## src/rtl/rob_commit.sv

```systemverilog
// rob_commit: circular reorder buffer retiring out-of-order completions in program order
// to the architectural register file write port.
module rob_commit #(
  parameter int DEPTH = 8,
  parameter int TAG_W = 3
) (
  input  logic             clk,
  input  logic             reset,
  input  logic             alloc_valid,
  input  logic [4:0]       alloc_dest,
  input  logic             alloc_wen,
  output logic             alloc_ready,
  output logic [TAG_W-1:0] alloc_tag,
  input  logic             cmpl_valid,
  input  logic [TAG_W-1:0] cmpl_tag,
  input  logic [31:0]      cmpl_data,
  input  logic             flush,
  output logic             regwrite,
  output logic [4:0]       writereg,
  output logic [31:0]      writedata,
  output logic             commit_valid,
  output logic [TAG_W:0]   count,
  output logic             empty,
  output logic             full
);
  logic [DEPTH-1:0] valid_q, valid_d, done_q, done_d, wen_q;
  logic [4:0]       dest_q [DEPTH];
  logic [31:0]      data_q [DEPTH];
  logic [TAG_W-1:0] head_q, head_d, tail_q, tail_d;
  logic [TAG_W:0]   count_q, count_d;
  logic             regwrite_q, commit_valid_q;
  logic [4:0]       writereg_q;
  logic [31:0]      writedata_q;
  logic             alloc_fire, cmpl_fire, commit_fire;
  assign full        = count_q == (TAG_W+1)'(DEPTH);
  assign empty       = count_q == '0;
  assign count       = count_q;
  assign alloc_ready = ~full;
  assign alloc_tag   = tail_q;
  assign regwrite     = regwrite_q;
  assign commit_valid = commit_valid_q;
  assign writereg     = writereg_q;
  assign writedata    = writedata_q;
  // all three events look only at pre-edge state, so a same-cycle alloc never gets completed
  assign alloc_fire  = alloc_valid && alloc_ready;
  assign cmpl_fire   = cmpl_valid && valid_q[cmpl_tag] && !done_q[cmpl_tag];
  assign commit_fire = valid_q[head_q] && done_q[head_q];
  always_comb begin
    valid_d = valid_q;
    done_d  = done_q;
    if (alloc_fire) begin
      valid_d[tail_q] = 1'b1;
      done_d[tail_q]  = 1'b0;
    end
    if (cmpl_fire) done_d[cmpl_tag] = 1'b1;
    if (commit_fire) valid_d[head_q] = 1'b0;
    head_d  = head_q + TAG_W'(commit_fire);
    tail_d  = tail_q + TAG_W'(alloc_fire);
    count_d = count_q + (TAG_W+1)'(alloc_fire) - (TAG_W+1)'(commit_fire);
  end
  always_ff @(posedge clk) begin
    if (reset) begin
      valid_q        <= '0;
      done_q         <= '0;
      head_q         <= '0;
      tail_q         <= '0;
      count_q        <= '0;
      regwrite_q     <= 1'b0;
      commit_valid_q <= 1'b0;
      writereg_q     <= '0;
      writedata_q    <= '0;
    end else if (flush) begin
      valid_q        <= '0;
      done_q         <= '0;
      head_q         <= '0;
      tail_q         <= '0;
      count_q        <= '0;
      regwrite_q     <= 1'b0;
      commit_valid_q <= 1'b0;
    end else begin
      valid_q        <= valid_d;
      done_q         <= done_d;
      head_q         <= head_d;
      tail_q         <= tail_d;
      count_q        <= count_d;
      regwrite_q     <= commit_fire && wen_q[head_q];
      commit_valid_q <= commit_fire;
      if (commit_fire) begin
        writereg_q  <= dest_q[head_q];
        writedata_q <= data_q[head_q];
      end
    end
  end
  // payload needs no reset: it is only read behind a set valid bit
  always_ff @(posedge clk) begin
    if (alloc_fire) begin
      wen_q[tail_q]  <= alloc_wen;
      dest_q[tail_q] <= alloc_dest;
    end
    if (cmpl_fire) data_q[cmpl_tag] <= cmpl_data;
  end
endmodule
```

## config.mk

```make
export PLATFORM = sky130hd
export DESIGN_NAME = rob_commit
export DESIGN_NICKNAME = d
export VERILOG_FILES = /design/src/rtl/rob_commit.sv
export SDC_FILE = /design/constraint.sdc
export NUM_CORES = 1
export LEC_CHECK = 0
export CAP_MARGIN = 20
export CORE_ASPECT_RATIO = 1.75
export CORE_MARGIN = 1.5
export CORE_UTILIZATION = 37
export CTS_CLUSTER_DIAMETER = 60
export DETAILED_ROUTE_END_ITERATION = 16
export GPL_ROUTABILITY_DRIVEN = 0
export PLACE_DENSITY_LB_ADDON = 0.2
export SLEW_MARGIN = 20
export SYNTH_ARGS = -nofsm -noshare
export SYNTH_HDL_FRONTEND = slang
export SYNTH_SLANG_ARGS = --single-unit
```

## constraint.sdc

```tcl
create_clock -name clk -period 10.5 [get_ports clk]
set_clock_uncertainty 0.2 [all_clocks]
set_input_delay 2.1 -clock clk [delete_from_list [all_inputs] [get_ports clk]]
set_output_delay 2.1 -clock clk [all_outputs]
set_load 0.02 [all_outputs]
```

==> Word level (Yosys, flattened, before mapping) <==
Memories as Yosys holds them, arrays and structs flattened. A register that Yosys moved wholly into a read port is not among the register bits.
Cells that the tools add are included.
W data, S select, Z words.
{ "totals": {"register_bits": 36, "latch_bits": 0, "ram_bits": 296, "mem_bits_ro": 0, "out_inout_bits": 49, "word_cells": 66, "mem_count": 2} }
{ "classes": {"addsub": 4, "multipliers": 0, "n_div": 0, "magnitude_cmp": 6, "n_eq_ne": 1, "n_shift": 0, "mux": 25, "bitwise": 8, "reduce_logical": 12} }
{ "mem_list": {"columns": ["memory", "depth", "word_bits", "read_ports", "rd_ports_with_merged_regs", "wr", "line", "source"], "rows": [
  ["data_q", 8, 32, 1, 1, 1, "28", "logic [31:0] data_q [DEPTH];"],
  ["dest_q", 8, 5, 1, 1, 1, "27", "logic [4:0] dest_q [DEPTH];"]
]} }
{ "op_table": {"columns": ["operator", "count"], "rows": [
  ["$mux W8", 4],
  ["$and A8 B8 Y8", 2],
  ["$not A8 Y8", 2],
  ["$or A8 B8 Y8", 2],
  ["$bmux W1 S3", 5],
  ["$lt A3 B4 Y1 const B", 3],
  ["$mux W1", 12],
  ["$demux W1 S3", 3],
  ["$ge A3 B1 Y1 const B", 3],
  ["$bwmux W8", 1],
  ["$logic_and A1 B1 Y1", 8],
  ["$add A3 B1 Y3", 2],
  ["$add A4 B1 Y4", 1],
  ["$eq A4 B4 Y1 const B", 1],
  ["$logic_not A4 Y1", 1],
  ["$sub A4 B1 Y4", 1],
  ["$not A1 Y1", 2],
  ["$reduce_and A2 Y1", 1],
  ["$reduce_or A2 Y1", 1],
  ["$logic_not A1 Y1", 1]
]} }

==> Depth between registers and ports, before layout <==
Gate-level depths: netlist of run 1.
{ "logic_depth": {"ltp_word": 9, "depth_mapped": 13, "depth_no_buf": 12} }

==> Worst setup path after synthesis of run 1 <==
OpenSTA, ideal clock, no wires.
{ "synth_path": {"path_type": "input-to-reg", "start": "in cmpl_tag[2]", "end": "mem data_q[6][0] (enable)", "setup_time_ns": 0.600, "t_arrival_ns": 8.029, "required_time_ns": 9.700, "slack_ns": 1.671, "path_stages": 5, "path_cell_list": "buf_2 -> mux2i_1 -> o21a_1 -> o21ai_0 -> a2111oi_0"} }
{ "synth_via": {"elab_chain_cells": 6, "elab_cells_between_ends": 9, "cone_classes": "mux: 6; reduce/logical: 3"} }
{ "synth_lines": {"columns": ["item", "line", "source"], "rows": [
  ["start, declared", "15", "input logic [TAG_W-1:0] cmpl_tag,"],
  ["$bmux W1 S3", "46", "assign cmpl_fire = cmpl_valid && valid_q[cmpl_tag] && !done_q[cmpl_tag];"],
  ["$mux W1 (implied by the code)", "46", null],
  ["$logic_and A1 B1 Y1 / $logic_not A1 Y1 (equally long branches)", "46", null],
  ["$logic_and A1 B1 Y1", "46", null],
  ["$mux W1", "100", "if (cmpl_fire) data_q[cmpl_tag] <= cmpl_data;"],
  ["$mux W1 (implied by the code)", "100", null],
  ["end, declared", "28", null]
]} }
Parallel ways exist; a longest one is shown, timed or not. The select of a mux whose other input is x is not followed.

==> Worst setup path after layout of run 1 <==
{ "layout_path": {"start": "in cmpl_tag[2]", "end": "mem data_q[0][31] (enable)"} }
The elaborated chain is that of the path after synthesis.

==> results of run 1 <==
## where the power goes
| group | internal [mW] | switching (mW) |
|---|---|---|
| Sequential | 1.58 | 0.00183 |
| Combinational | 0.0242 | 0.0374 |
| Clock | 0.748 | 0.535 |
## flip-flops by register name, indices dropped and copies added, names as in the netlist
| name | cells |
|---|---|
| data_q | 256 |
| done_q | 8 |
| writedata | 32 |
| wen_q | 8 |
| head_q | 3 |
| regwrite | 1 |
| valid_q | 8 |
| alloc_tag | 3 |
| commit_valid | 1 |
| dest_q | 40 |
| writereg | 5 |
| count | 4 |
## worst paths after layout
kind | endpoint | slack (ns) | startpoint
min | writedata[9] | 0.30 | writedata[9]
min reg2reg | writedata[9] | 0.30 | writedata[9]
max reg2reg | writedata[9] | 6.10 | head_q[2]
max | data_q[0][31] | 5.29 | cmpl_tag[2]
## kinds of logic after synthesis
family	after synthesis	share of synthesized area, %
AOI/OAI and AO/OA	223	11.6
muxes	94	8.59
and+or+nand+nor	111	3.73
DFF	369	72.1
xor gates and xnor gates	4	0.242
buffers and inverters	76	2.65
adders and majority gates	11	1.00
## metrics by stage
step	cell area, µm²	instances	total power, mW	setup WS [ns]
CTS	17100	1489	2.95	5.30
global route	17100	1489	3.01	5.13
floorplan	14500	888	1.64	1.67
global placement	15900	1425	1.68	4.86
detailed placement	15900	1425	1.68	4.75
finish	17100	1489	2.93	5.29
## critical path, stage by stage
cell             delay, ns
clkdlybuf4s50_1       0.74
mux2i_1               0.24
o21a_1                0.12
o21ai_0               0.27
a2111oi_2             0.69
and2_2                0.95
## cells in the final DEF (no fill, tap or decap), types with 3 or more instances in the layout
cell type,netlist,final
nand2_1,30,30
o21ai_0,22,22
clkbuf_16,0,36
clkdlybuf4s50_1,0,94
dfxtp_4,0,3
dfxtp_1,65,62
mux2_2,16,16
o22ai_1,15,15
a221oi_1,37,37
a22o_1,15,15
inv_1,14,14
o22a_1,4,4
xnor2_1,3,3
and2_1,10,8
clkbuf_8,0,5
a21oi_2,30,30
nand2b_1,4,4
mux2i_1,55,55
o31ai_1,36,36
o2bb2ai_1,4,4
nand3_1,4,4
mux4_2,22,22
nor2b_1,11,9
clkinv_1,1,3
bufinv_16,0,3
o21a_1,5,5
nor3_2,0,4
nor3_1,11,7
a21oi_1,24,24
nor2_1,29,29
clkinv_2,0,4
ha_1,10,10
edfxtp_1,304,304
buf_4,0,19
clkbuf_1,27,10
a22oi_1,15,15
o221ai_1,3,3
nand3b_1,3,3
## area by class of cell
type / count / area (µm²)
fillers: 3458 / 21500
flip-flops and latches: 369 / 10400
multi-input cells: 443 / 3700
repair buffers: 113 / 1080
clock buffers: 52 / 1010
well taps: 485 / 607
clock inverters: 12 / 150
inverters: 15 / 56.3
## metal layers
layer / up-vias / GRT usage [%]
li1: 3716 / -
met4: 0 / 7.09
met5: - / 0
met3: 60 / 2.42
met2: 227 / 35.0
met1: 4235 / 20.9
==> flow_summary.toml, run 1 <==
[logic_synthesis]
yosysTopAreaCell = "edfxtp_1"
async_flop_share_pct = 0
yosys_warnings = 0
ys_seq_elements = 369
synth_fp_nets = 945
synth_area_um2 = 14500
syn_inst = 888
ys_seq_area_share_pct = 72.1
synth_top_area_share_pct = 63.1
synth.area.top_cells = "edfxtp_1 (63%), dfxtp_1 (9.0%), mux2i_1 (3.8%), mux4_2 (3.4%), a221oi_1 (2.2%)"
ys_dominant_reg_cell = "edfxtp_1"
syn_avg_cell_area_um2 = 16.3
yosysMostFrequentCell = "edfxtp_1"
synth_edf_count = 304
synth_common_cells = "edfxtp_1 (304), dfxtp_1 (65), mux2i_1 (55)"
ys_types = 52

[placed_design]
dp.final_hpwl_mm = 22.9
port_buffers = 94

[floorplanning]
die_w_um = 152
core_area_um2 = 38500
ios = 95
start_util_pct = 37.5
dieHeight_um = 264
die_area_um2 = 40300
core.rowCount = 95

[clock_network]
numCtsBuffers = 35
htreeDepth = 2
cts_repair_resize_count = 0
ctsHoldBuffers = 0
cts_root_buffer = "clkbuf_16"
cts_tree = "built"
post_cts_buffers = 0
clk_latency_ns = 0.53
cts.sinks = 369
cts_buffer_depth = 3
clk_pin_slew_ns = 0.06

[global_route]
grt_overflow = 0
antenna_found_initial = 0
grt_pass1_wl_mm = 55.4
grt_pass1_vias = 8637
track_usage_pct = 18.5
grt_max_degree = 43

[timing]
period_share_pct = 49.6
clock.fmax_ghz = 0.192
report.final.setup_viol = 0
holdWs_ns = 0.304
rsz0062_at_grt = "false"
slew_headroom_pct = 27.2
setup_tns_ns = 0
hold_violations = 0
drv_slew = 0
post-route-min-period_ns = 5.21
worst_pin_slew_ns = 1.09

[routing]
wl_per_cell_um = 25.0
first_pass_iters = 5
top_layer_used = "met4"
dr.first_iter.drc_count = 426
routed-wl-met2_mm = 20.4
vias = 8238
drt-total-wl_mm = 37.3
wl_met1_mm = 14.3
route.detailed.drc = 0
dr_wl_met3_mm = 1.40
detail-route-antenna-nets = 0
vias_per_cell = 5.53

[run_status]
status = "complete, no violations"

[power_and_ir_drop]
p_leak_nw = 5.53
peakVddDrop_uv = 85.1
cellPowerDensity_nw_per_um2 = 172

[hold_path]
worstHoldPathCells = 2
hp-class = "register to register"

[cells_and_area]
drive_gt1_share_pct = 16.1
final_util_pct = 44.3
area_delta_synth_final_pct = 17.9
nNetsFinal = 1034
diodes = 0

[worst_setup_path]
worstRegToRegCells = 7
crit_type = "primary input to register"
critPathMaxFanout = 32
cp.required_ns = 10.44
end_kind = "register"
startpoint_type = "primary input"
critPathArrivalTime_ns = 5.15

[run]
drv_cap = 0
Note: power is estimated with default switching activity, not from simulation.
==> run 2, diff against run 1 <==
Clock period 10.5 ns to 4.6 ns, I/O delays scaled along.
==> run 2 against run 1 <==
Against the previous run:
- final cell count increased by 0.54%
- sequential power increased by 130%
- die area unchanged
- setup slack got worse by 4.1 ns
- routed wire length increased by 1.8%
- cell area increased by 0.70%
- sequential cell count unchanged
- sequential share of layout area decreased by 0.42 points
- critical path depth increased by 1
- total power increased by 120%
- highest routed layer unchanged
==> flow_summary.toml, run 2 (synthesis gave the netlist of run 1 again) <==
[floorplanning]
core.rowCount = 95
dieHeight_um = 264
core_area_um2 = 38500
start_util_pct = 37.5
die_w_um = 152
ios = 95
die_area_um2 = 40300

[global_route]
met2_usage_pct = 35.6
antenna_found_initial = 0
grt_pass1_vias = 8578
grt_max_degree = 50
met1_usage_pct = 21.1
grt_busiest_layer = "met2"
grt_overflow = 0
grt_pass1_wl_mm = 55.7
use_met3_pct = 2.29
track_usage_pct = 18.8

[worst_setup_path]
end_kind = "register"
rr_startpoint = "head_q[1]"
critPathMaxFanout = 33
crit_type = "primary input to register"
critPathArrivalTime_ns = 3.66
startpoint_type = "primary input"
cp.required_ns = 4.81
crit_path_start = "cmpl_tag[0]"

[power_and_ir_drop]
p_leak_nw = 5.56
peakVddDrop_uv = 201
cellPowerDensity_nw_per_um2 = 381

[cells_and_area]
final_common_cell = "edfxtp_1"
final_util_pct = 44.6
area_delta_synth_final_pct = 18.8
largest_reg_flops = 256
drive_gt1_share_pct = 16.7
top_register = "data_q"
layoutNonFillerInstCount = 1497
diodes = 0
final_cell_mix = "edfxtp_1 (304), clkdlybuf4s50_1 (94), dfxtp_1 (62)"
nNetsFinal = 1044

[clock_network]
cts_tree = "built"
clk_latency_ns = 0.53
htreeDepth = 2
ctsHoldBuffers = 0
cts.sinks = 369
numCtsBuffers = 35
cts_buffer_depth = 3
cts_repair_resize_count = 0
cts_root_buffer = "clkbuf_16"
clk_pin_slew_ns = 0.06
post_cts_buffers = 0

[hold_path]
hp-class = "register to register"
holdCritStartpoint = "writedata[9]"

[timing]
slew_headroom_pct = 22.6
hold_violations = 0
post-route-min-period_ns = 3.44
rsz0062_at_grt = "false"
clock.fmax_ghz = 0.290
period_share_pct = 74.9
report.final.setup_viol = 0
drv_slew = 0
worst_pin_slew_ns = 1.16

[routing]
vias_per_cell = 5.54
dr.first_iter.drc_count = 504
first_pass_iters = 4
drt-total-wl_mm = 37.9
route.detailed.drc = 0
vias = 8286
detail-route-antenna-nets = 0
wl_per_cell_um = 25.3

[placed_design]
dp.final_hpwl_mm = 23.4
port_buffers = 94
dp.cells = 1435

[run]
drv_cap = 0

[run_status]
status = "complete, no violations"
## run 2: worst max-delay path, stage by stage
cell and delay [ns]:
clkdlybuf4s50_1 0.70, nand2b_1 0.36, o22ai_1 0.16, o21ai_0 0.80
nor3_2 0.09, buf_4 0.34, o21a_1 0.26
## run 2: through the flow
step / total power, mW / instance area, µm² / hold slack (ns) / setup slack (ns) / TNS (ns)
final: 6.55 / 17200 / 0.274 / 1.16 / 0
after CTS: 6.61 / 17200 / 0.281 / 1.15 / 0
after floorplan: 3.74 / 14500 / 0.254 / -0.151 / -9.79
after global placement: 3.84 / 16100 / 0.253 / 0.675 / 0
after detailed placement: 3.84 / 16100 / 0.265 / 0.647 / 0
after global routing: 6.73 / 17200 / 0.308 / 0.975 / 0
## run 2: worst paths after layout
kind	to	slack, ns	depth (start not counted)
setup / recovery	done_q[5]	1.16	7
hold / removal	writedata[9]	0.27	2
setup reg to reg	count[2]	1.43	12
hold reg to reg	writedata[9]	0.27	2
## run 2: metal layers
metal  part of all wire [%]  vias to the layer above  wire, µm
met2                     56                      216     21100
met4                    3.7                        0      1400
met1                     37                     4274     14100
li1                       -                     3737         -
met3                    3.5                       59      1340
met5                      0                        -         0
## run 2: report_power, final
part	switching, mW	leakage [nW]	internal (mW)
clock network	1.21	0.531	1.57
logic	0.0875	1.77	0.0563
registers	0.00421	3.26	3.62
total	1.31	5.56	5.24
## run 2: final cells by class
| type | instances | area [µm²] |
|---|---|---|
| Clock buffer | 44 | 941 |
| Timing Repair Buffer | 123 | 1250 |
| Tap cell | 485 | 607 |
| Clock inverter | 18 | 148 |
| Sequential cell | 369 | 10400 |
| Inverter | 15 | 56.3 |
| Multi-Input combinational cell | 443 | 3730 |
| Fill cell | 3467 | 21300 |
